### config.mk
export PLATFORM = sky130hd
export DESIGN_NAME = rs_flag_arbiter
export DESIGN_NICKNAME = d
export VERILOG_FILES = /design/src/rtl/rs_pkg.sv /design/src/rtl/rr_arbiter.sv /design/src/rtl/rs_flag_arbiter.sv
export SDC_FILE = /design/constraint.sdc
export NUM_CORES = 1
export LEC_CHECK = 0
export CAP_MARGIN = 20
export CORE_ASPECT_RATIO = 0.6
export CORE_MARGIN = 3
export CORE_UTILIZATION = 54
export DETAILED_ROUTE_END_ITERATION = 8
export HOLD_SLACK_MARGIN = 0.05
export PLACE_DENSITY = 0.83
export SYNTH_ARGS = -nofsm -noshare
export SYNTH_HDL_FRONTEND = slang
export SYNTH_SLANG_ARGS = --single-unit
### constraint.sdc
create_clock -name clk -period 2.8 [get_ports clk]
set_input_delay 0.7 -clock clk [delete_from_list [all_inputs] [get_ports clk]]
set_output_delay 0.7 -clock clk [all_outputs]
set_load 0.005 [all_outputs]
### src/rtl/rs_pkg.sv
// rtl/rs_pkg.sv - shared FSM state and command encodings for rs_flag_arbiter
package rs_pkg;

  typedef enum logic [1:0] {
    ST_IDLE   = 2'd0,
    ST_APPLY  = 2'd1,
    ST_SETTLE = 2'd2
  } state_t;

  // Command pair is {set, clr} as sampled from the granted requester
  localparam logic [1:0] CMD_SET = 2'b10;
  localparam logic [1:0] CMD_CLR = 2'b01;
  localparam logic [1:0] CMD_ILL = 2'b11;

endpackage

### src/rtl/rr_arbiter.sv
// rtl/rr_arbiter.sv - combinational round-robin picker searching upward from ptr+1
module rr_arbiter #(
  parameter int NUM_REQ = 4,
  parameter int IDX_W   = $clog2(NUM_REQ)
) (
  input  logic [NUM_REQ-1:0] req,
  input  logic [IDX_W-1:0]   ptr,
  output logic [NUM_REQ-1:0] gnt,
  output logic [IDX_W-1:0]   idx
);

  logic             found;
  logic [IDX_W-1:0] cand;

  // Visit ptr+1, ptr+2, ... wrapping, so the last winner has lowest priority
  always_comb begin
    gnt   = '0;
    idx   = '0;
    found = 1'b0;
    cand  = '0;
    for (int k = 1; k <= NUM_REQ; k++) begin
      cand = IDX_W'((int'(ptr) + k) % NUM_REQ);
      if (!found && req[cand]) begin
        gnt[cand] = 1'b1;
        idx       = cand;
        found     = 1'b1;
      end
    end
  end

endmodule

### src/rtl/rs_flag_arbiter.sv
// rtl/rs_flag_arbiter.sv - round-robin set/clear serialiser onto one registered RS flag
// Optional statistics counters are enabled with RS_ARB_STATS_EN.
module rs_flag_arbiter
  import rs_pkg::*;
#(
  parameter int NUM_REQ       = 4,
  parameter int SETTLE_CYCLES = 2,
  parameter int CNT_W         = 8
) (
  input  logic                       clk,
  input  logic                       rst_n,
  input  logic [NUM_REQ-1:0]         set_req,
  input  logic [NUM_REQ-1:0]         clr_req,
  output logic [NUM_REQ-1:0]         ack,
  output logic                       err,
  output logic                       q,
  output logic                       q_bar,
  output logic                       busy,
  output logic [$clog2(NUM_REQ)-1:0] gnt_id
`ifdef RS_ARB_STATS_EN
  ,
  output logic [CNT_W-1:0]           set_cnt,
  output logic [CNT_W-1:0]           clr_cnt,
  output logic [CNT_W-1:0]           ill_cnt
`endif
);

  localparam int IDX_W = $clog2(NUM_REQ);
  localparam int SET_W = $clog2(SETTLE_CYCLES) + 1;

  if (NUM_REQ < 2 || NUM_REQ > 16 || SETTLE_CYCLES < 1 || CNT_W < 1) begin : g_bad_param
    $error("rs_flag_arbiter: parameter out of range");
  end

  state_t             state;
  logic [IDX_W-1:0]   ptr;
  logic [SET_W-1:0]   settle_cnt;
  logic [1:0]         cmd;
  logic [NUM_REQ-1:0] active;
  logic [NUM_REQ-1:0] win_gnt;
  logic [IDX_W-1:0]   win_idx;

  assign active = set_req | clr_req;

  rr_arbiter #(
    .NUM_REQ (NUM_REQ),
    .IDX_W   (IDX_W)
  ) u_rr_arbiter (
    .req (active),
    .ptr (ptr),
    .gnt (win_gnt),
    .idx (win_idx)
  );

  always_ff @(posedge clk or negedge rst_n) begin
    if (!rst_n) begin
      state      <= ST_IDLE;
      ptr        <= IDX_W'(NUM_REQ - 1);
      settle_cnt <= '0;
      cmd        <= '0;
      ack        <= '0;
      err        <= 1'b0;
      q          <= 1'b0;
      q_bar      <= 1'b1;
      busy       <= 1'b0;
      gnt_id     <= '0;
    end else begin
      ack <= '0;
      err <= 1'b0;
      case (state)
        ST_IDLE: begin
          if (|active) begin
            gnt_id <= win_idx;
            cmd    <= {|(set_req & win_gnt), |(clr_req & win_gnt)};
            busy   <= 1'b1;
            state  <= ST_APPLY;
          end
        end
        ST_APPLY: begin
          case (cmd)
            CMD_SET: begin
              q     <= 1'b1;
              q_bar <= 1'b0;
            end
            CMD_CLR: begin
              q     <= 1'b0;
              q_bar <= 1'b1;
            end
            CMD_ILL: err <= 1'b1;
            default: ;
          endcase
          ack        <= NUM_REQ'(1) << gnt_id;
          ptr        <= gnt_id;
          settle_cnt <= SET_W'(SETTLE_CYCLES - 1);
          state      <= ST_SETTLE;
        end
        ST_SETTLE: begin
          if (settle_cnt == '0) begin
            busy  <= 1'b0;
            state <= ST_IDLE;
          end else begin
            settle_cnt <= settle_cnt - 1'b1;
          end
        end
        default: begin
          busy  <= 1'b0;
          state <= ST_IDLE;
        end
      endcase
    end
  end

`ifdef RS_ARB_STATS_EN
  // Saturating counters, bumped in the APPLY cycle of each command
  always_ff @(posedge clk or negedge rst_n) begin
    if (!rst_n) begin
      set_cnt <= '0;
      clr_cnt <= '0;
      ill_cnt <= '0;
    end else if (state == ST_APPLY) begin
      if (cmd == CMD_SET && set_cnt != '1) set_cnt <= set_cnt + 1'b1;
      if (cmd == CMD_CLR && clr_cnt != '1) clr_cnt <= clr_cnt + 1'b1;
      if (cmd == CMD_ILL && ill_cnt != '1) ill_cnt <= ill_cnt + 1'b1;
    end
  end
`else
  // Statistics counters and their ports are compiled out.
`endif

endmodule

==> results.cfg, run 1 <==
[cts]
cts_max_path_buffers = 2
htreeDepth = 1
cts_buffers = 3
path_clk_slew_ns = 0.06
postCtsSetupRepairBufs = 0
cts_tree = done
cts_num_sinks = 18
root_buffer = clkbuf_8
insertion_delay_ns = 0.26

[run]
drv_cap = 0

[die]
dieArea_sq_mm = 0.003312
fp.dieW_microns = 72.32
core-area_sq_mm = 0.002326
io_pins = 20
initial_core_util_pct = 61.27
chipHeight_microns = 45.80
rows = 13

[yosys]
avgSynthCellArea_sq_um = 9.376
synth_edf_count = 0
synth-seq-cells = 18
synthArstFlopShare_pct = 100.0
syn_inst = 152
synthesis.nets = 173
syn_area_sq_mm = 0.001425
synth.distinct_cells = 42
synthFlopType = dfrtp_1
yosys_warnings = 0
synth.yosys.seq_area_share_pct = 31.87

[finish]
syn_to_final_growth_pct = 21.16
stdcell_area_sq_mm = 0.001727
layout-drive-gt1-share_pct = 20.22
layoutNonFillerInstCount = 208
final_nets = 200
antenna_cells = 0

[placed_design]
dpl.hpwl_microns = 2895
dpl_cell_area_sq_mm = 0.001663
gp_congestion = 0.9331
dp.cells = 204
portBuffers = 19

[global_routing]
grt.total_usage_pct = 26.37
antenna_found_initial = 0
grt_pass1_wl_microns = 6430
grt_pass1_vias = 1354
grt_max_degree = 22
grt-ovfl-total = 0

[route]
wire_per_inst_microns = 18.85
drc = 0
vias = 1366
drtPass1Iterations = 5
drtIter0Drc = 202
wl_microns = 3920
antenna_left = 0
vias_per_cell = 6.567

[worst_setup_path]
r2r_slack_ns = 0.14
cp_max_fo = 5
r2r.worst_path.cells = 8
arrival_ns = 2.83
worstReg2RegEnd = cmd[1]
cp.required_ns = 2.92
r2r-start = ptr[1]
startpoint_type = input port
critical_path_class = in2reg
crit_path_end_kind = flop

[worst_hold_path]
min_path_cells = 2
min_path_type = reg2reg
hp-start = busy
hold_end = busy

[sta]
fin_crit_sh_pct = 96.61
skew_ns = 0.004756
slew_violations = 0
max_clock_freq_ghz = 0.3697
finalCriticalPeriod_ns = 2.705
max_slew.worst_pin.slew_ns = 0.7849
slew_headroom_pct = 47.51
report.final.setup_viol = 0
hold_violations = 0

[pwr]
seqPwrFrac_pct = 24.8
power_switching_share_pct = 45.41
power_density_mw_per_mm2 = 1136
netSwitchingPower_uw = 890.5
internal-power_uw = 1071
pwr-share-comb_pct = 64.4
clockPowerShare_pct = 10.8
p_leak_uw = 0.0007281
peakVddDrop_uv = 636.8

[status]
status = finished clean
-- synth_stat cells, types with 2 or more instances --
library cell,n,area share (%)
dfrtp_1,15,26
buf_6,4,3.2
nand2b_1,2,0.88
a41oi_2,2,2.3
inv_1,8,2.1
nor2_1,13,3.4
o22ai_1,3,1.3
dfstp_2,3,5.5
o31ai_1,4,2.1
nor4_1,3,1.3
nand2_1,19,5.0
a21boi_0,2,1.1
nor3_1,2,0.70
mux2_2,2,1.6
a21oi_1,9,3.2
mux4_2,5,7.9
o211ai_2,2,1.8
o21ai_0,11,3.9
or2_1,3,1.3
nor3b_1,2,1.1
nand3_1,5,1.8
ha_1,11,9.7
and3_1,3,1.3
-- sequential cells by signal (all words and copies together), names as in the netlist, 2 cells and up --
register,cells
ack,4
cmd,2
gnt_id,2
ptr,2
settle_cnt,2
state,2
-- worst max path at each step --
stage | end | start | slack (ns) | depth (start not counted)
global placement | cmd[1] | clr_req[1] | -0.03 | 8
detailed placement | cmd[0] | clr_req[1] | -0.09 | 8
floorplan | cmd[0] | ptr[0] | 0.21 | 9
CTS | cmd[0] | ptr[1] | 0.13 | 8
finish | cmd[1] | set_req[2] | 0.09 | 7
global route | cmd[1] | clr_req[3] | -0.002 | 7
-- power groups by stage --
stage	Combinational [uW]	Clock, uW	Sequential [uW]
floorplan	864	0	476
global placement	1140	0	476
detailed placement	1200	0	484
CTS	1220	216	483
global route	1360	225	502
finish	1260	212	486
-- cell families (layout without fill, tap and decap cells) --
kind of cell             count (synthesis)  count (layout)  share of synthesized area (%)
multiplexers                             7               7                          9.482
AO/OA/AOI/OAI                           41              41                          20.37
flip-flops                              18              18                          31.87
AND/OR/NAND/NOR                         62              62                          23.00
adder cells (fa/ha/maj)                 11              11                          9.657
buffers and inverters                   13              39                          5.618
-- critical path, stage by stage --
cell and delay, ns:
clkdlybuf4s50_1 0.46, or2_2 0.36, mux4_2 0.54, a21oi_1 0.18, o221ai_1 0.19, o22ai_1 0.26
a41oi_2 0.13
-- cell usage in the layout, fill, tap and decap left out, types with 3 or more instances in the layout --
cell             count
clkdlybuf4s50_1     19
mux4_2               5
or2_1                3
a21oi_1              9
inv_1                8
o31ai_1              4
and3_1               3
nand2_1             19
o22ai_1              3
buf_4                8
nand3_1              5
clkbuf_8             4
o21ai_0             11
nor2_1              13
dfstp_2              3
dfrtp_1             15
ha_1                10
-- stage by stage --
step	power [uW]	hold slack, ns	setup TNS (ns)	worst slack (ns)	util (%)
2_1_floorplan	1340	0.4044	0	0.2104	-
3_3_place_gp	1613	0.4621	-0.05562	-0.03065	71.49
3_5_place_dp	1687	0.4718	-0.1477	-0.08920	71.49
4_1_cts	1924	0.4876	0	0.1302	73.86
5_1_grt	2091	0.5250	-0.002316	-0.002316	74.23
6_report	1961	0.4844	0	0.09496	74.23
-- timing repair --
action	4_1_cts	5_1_grt
hold buffers	0	0
setup endpoints to repair	0	2
resized for setup	0	2
-- layer usage --
layer  vias up  track usage (%)  wire length (microns)
li1        606                -                      -
met1       654            35.26                   1631
met2        96            42.68                   1768
met3        10            7.269                    447
met4         0            7.116                     73
met5         -                0                      0
-- area by class of cell --
type / instances / area [sq um]
fillers: 165 / 599.3
clock buffers: 4 / 55.05
flip-flops and latches: 18 / 454.2
multi-input cells: 121 / 899.6
inverters: 8 / 30.03
repair buffers: 27 / 250.2
well taps: 30 / 37.54
(Power assumes the default switching activity.)
==> run 2, diff against run 1 <==
- SLEW_MARGIN: not set -> 40
==> results.cfg, run 2 (synthesis gave the netlist of run 1 again) <==
[pwr]
total_power_uw = 1950
power_density_mw_per_mm2 = 1132
p_leak_uw = 0.0007281
peakVddDrop_uv = 635.6

[sta]
max_slew.worst_pin.slew_ns = 0.4571
slew_violations = 0
setup-tns-final_ns = 0
skew_ns = 0.004038
max_clock_freq_ghz = 0.3741
finalHoldWorstSlack_ns = 0.3600
fin_ws_ns = 0.1271
hold_violations = 0
slew_headroom_pct = 69.27
fin_crit_sh_pct = 95.46
report.final.setup_viol = 0
finalCriticalPeriod_ns = 2.673

[route]
wl_microns = 3866
vias = 1353
drtIter0Drc = 173
drc = 0
vias_per_cell = 6.505
antenna_left = 0
wire_per_inst_microns = 18.59
drtPass1Iterations = 5

[die]
fp.dieW_microns = 72.32
chipHeight_microns = 45.80
rows = 13
io_pins = 20
core-area_sq_mm = 0.002326
dieArea_sq_mm = 0.003312
initial_core_util_pct = 61.27

[finish]
antenna_cells = 0
largest_reg_flops = 4
register_area_sq_um = 454.2
final_cell_mix = 19 x nand2_1, 18 x clkdlybuf4s50_1, 15 x dfrtp_1, 13 x nor2_1, 11 x o21ai_0
fillCellCount = 165
multi_input_area_sq_um = 899.6
syn_to_final_growth_pct = 20.81
regMostFlops = ack
fin_util_pct = 74.02
layout-drive-gt1-share_pct = 20.79
layout_commonest_cell = nand2_1
final_nets = 200

[worst_setup_path]
cp.required_ns = 2.92
crit_chain = clkdlybuf4s50_1, or2_1, mux4_2, a21oi_1, o221ai_1, o22ai_1, a41oi_2
slowest_delay_ns = 0.53
crit_path_end_kind = flop
startpoint_type = input port
r2r-start = ptr[1]
r2r.worst_path.cells = 8
critical_path_class = in2reg
worstReg2RegEnd = cmd[0]
critPathSlowestCell = mux4_2
r2r_slack_ns = 0.14
arrival_ns = 2.80
cp_max_fo = 5

[placed_design]
portBuffers = 19
dpl.hpwl_microns = 2895
gp_congestion = 0.9331
dp_slack_ns = -0.08920

[global_routing]
grt.total_usage_pct = 26.37
grt_pass1_vias = 1354
grt_max_degree = 22
grt-ovfl-total = 0
grt_pass1_wl_microns = 6430
antenna_found_initial = 0

[status]
status = finished clean

[worst_hold_path]
min_path_type = in2async

[cts]
insertion_delay_ns = 0.26
cts_num_sinks = 18
cts_max_path_buffers = 2
cts_tree = done
cts_buffers = 3
path_clk_slew_ns = 0.06
root_buffer = clkbuf_8
htreeDepth = 1

[run]
drv_cap = 0
[run 2: cell count changes in the layout (fill, tap and decap cells not counted)]
cell | previous run | this run
buf_2 | 0 | 1
clkdlybuf4s50_1 | 19 | 18
[run 2: repair_timing]
item                                    4_1_cts  5_1_grt
setup buffers                                 0        0
gates resized for setup                       0        2
hold buffers                                  0        0
endpoints found under the setup margin        0        2
[run 2: worst max-delay path by stage]
stage / start / to / slack, ns / cells after the start
final: clr_req[3] / cmd[1] / 0.13 / 7
after global routing: clr_req[3] / cmd[1] / -0.002 / 7
after CTS: ptr[1] / cmd[0] / 0.13 / 8
after detailed placement: clr_req[1] / cmd[0] / -0.09 / 8
after global placement: clr_req[1] / cmd[1] / -0.03 / 8
after floorplan: ptr[0] / cmd[0] / 0.21 / 9
[run 2: stage by stage]
stage | instance area [sq um] | cells
2_1_floorplan | 1425 | 152
5_1_grt | 1722 | 208
6_report | 1722 | 208
4_1_cts | 1718 | 208
3_5_place_dp | 1663 | 204
3_3_place_gp | 1663 | 204
[run 2: layer usage]
layer  share of wire, %  GRT usage [%]
met5                  0              0
met1                 42          35.26
met3                 11          7.269
met2                 45          42.68
met4                1.5          7.116
[run 2: layout make-up]
class / instances / area share [%]
flip-flops and latches: 18 / 26.38
repair buffers: 27 / 14.24
well taps: 30 / 2.180
inverters: 8 / 1.744
multi-input cells: 121 / 52.25
clock buffers: 4 / 3.198
[run 2: power by group]
part           switching, uW  total (uW)  internal [uW]
Sequential              98.4         485            386
Clock                   86.7         212            125
Combinational            695        1250            558
Total                    880        1950           1070
[run 2: critical path: cells and delay by family]
kind,cells,cell delay (ns)
multiplexers,1,0.53
AND/OR/NAND/NOR,1,0.33
AO/OA/AOI/OAI,4,0.74
buffers and inverters,1,0.49
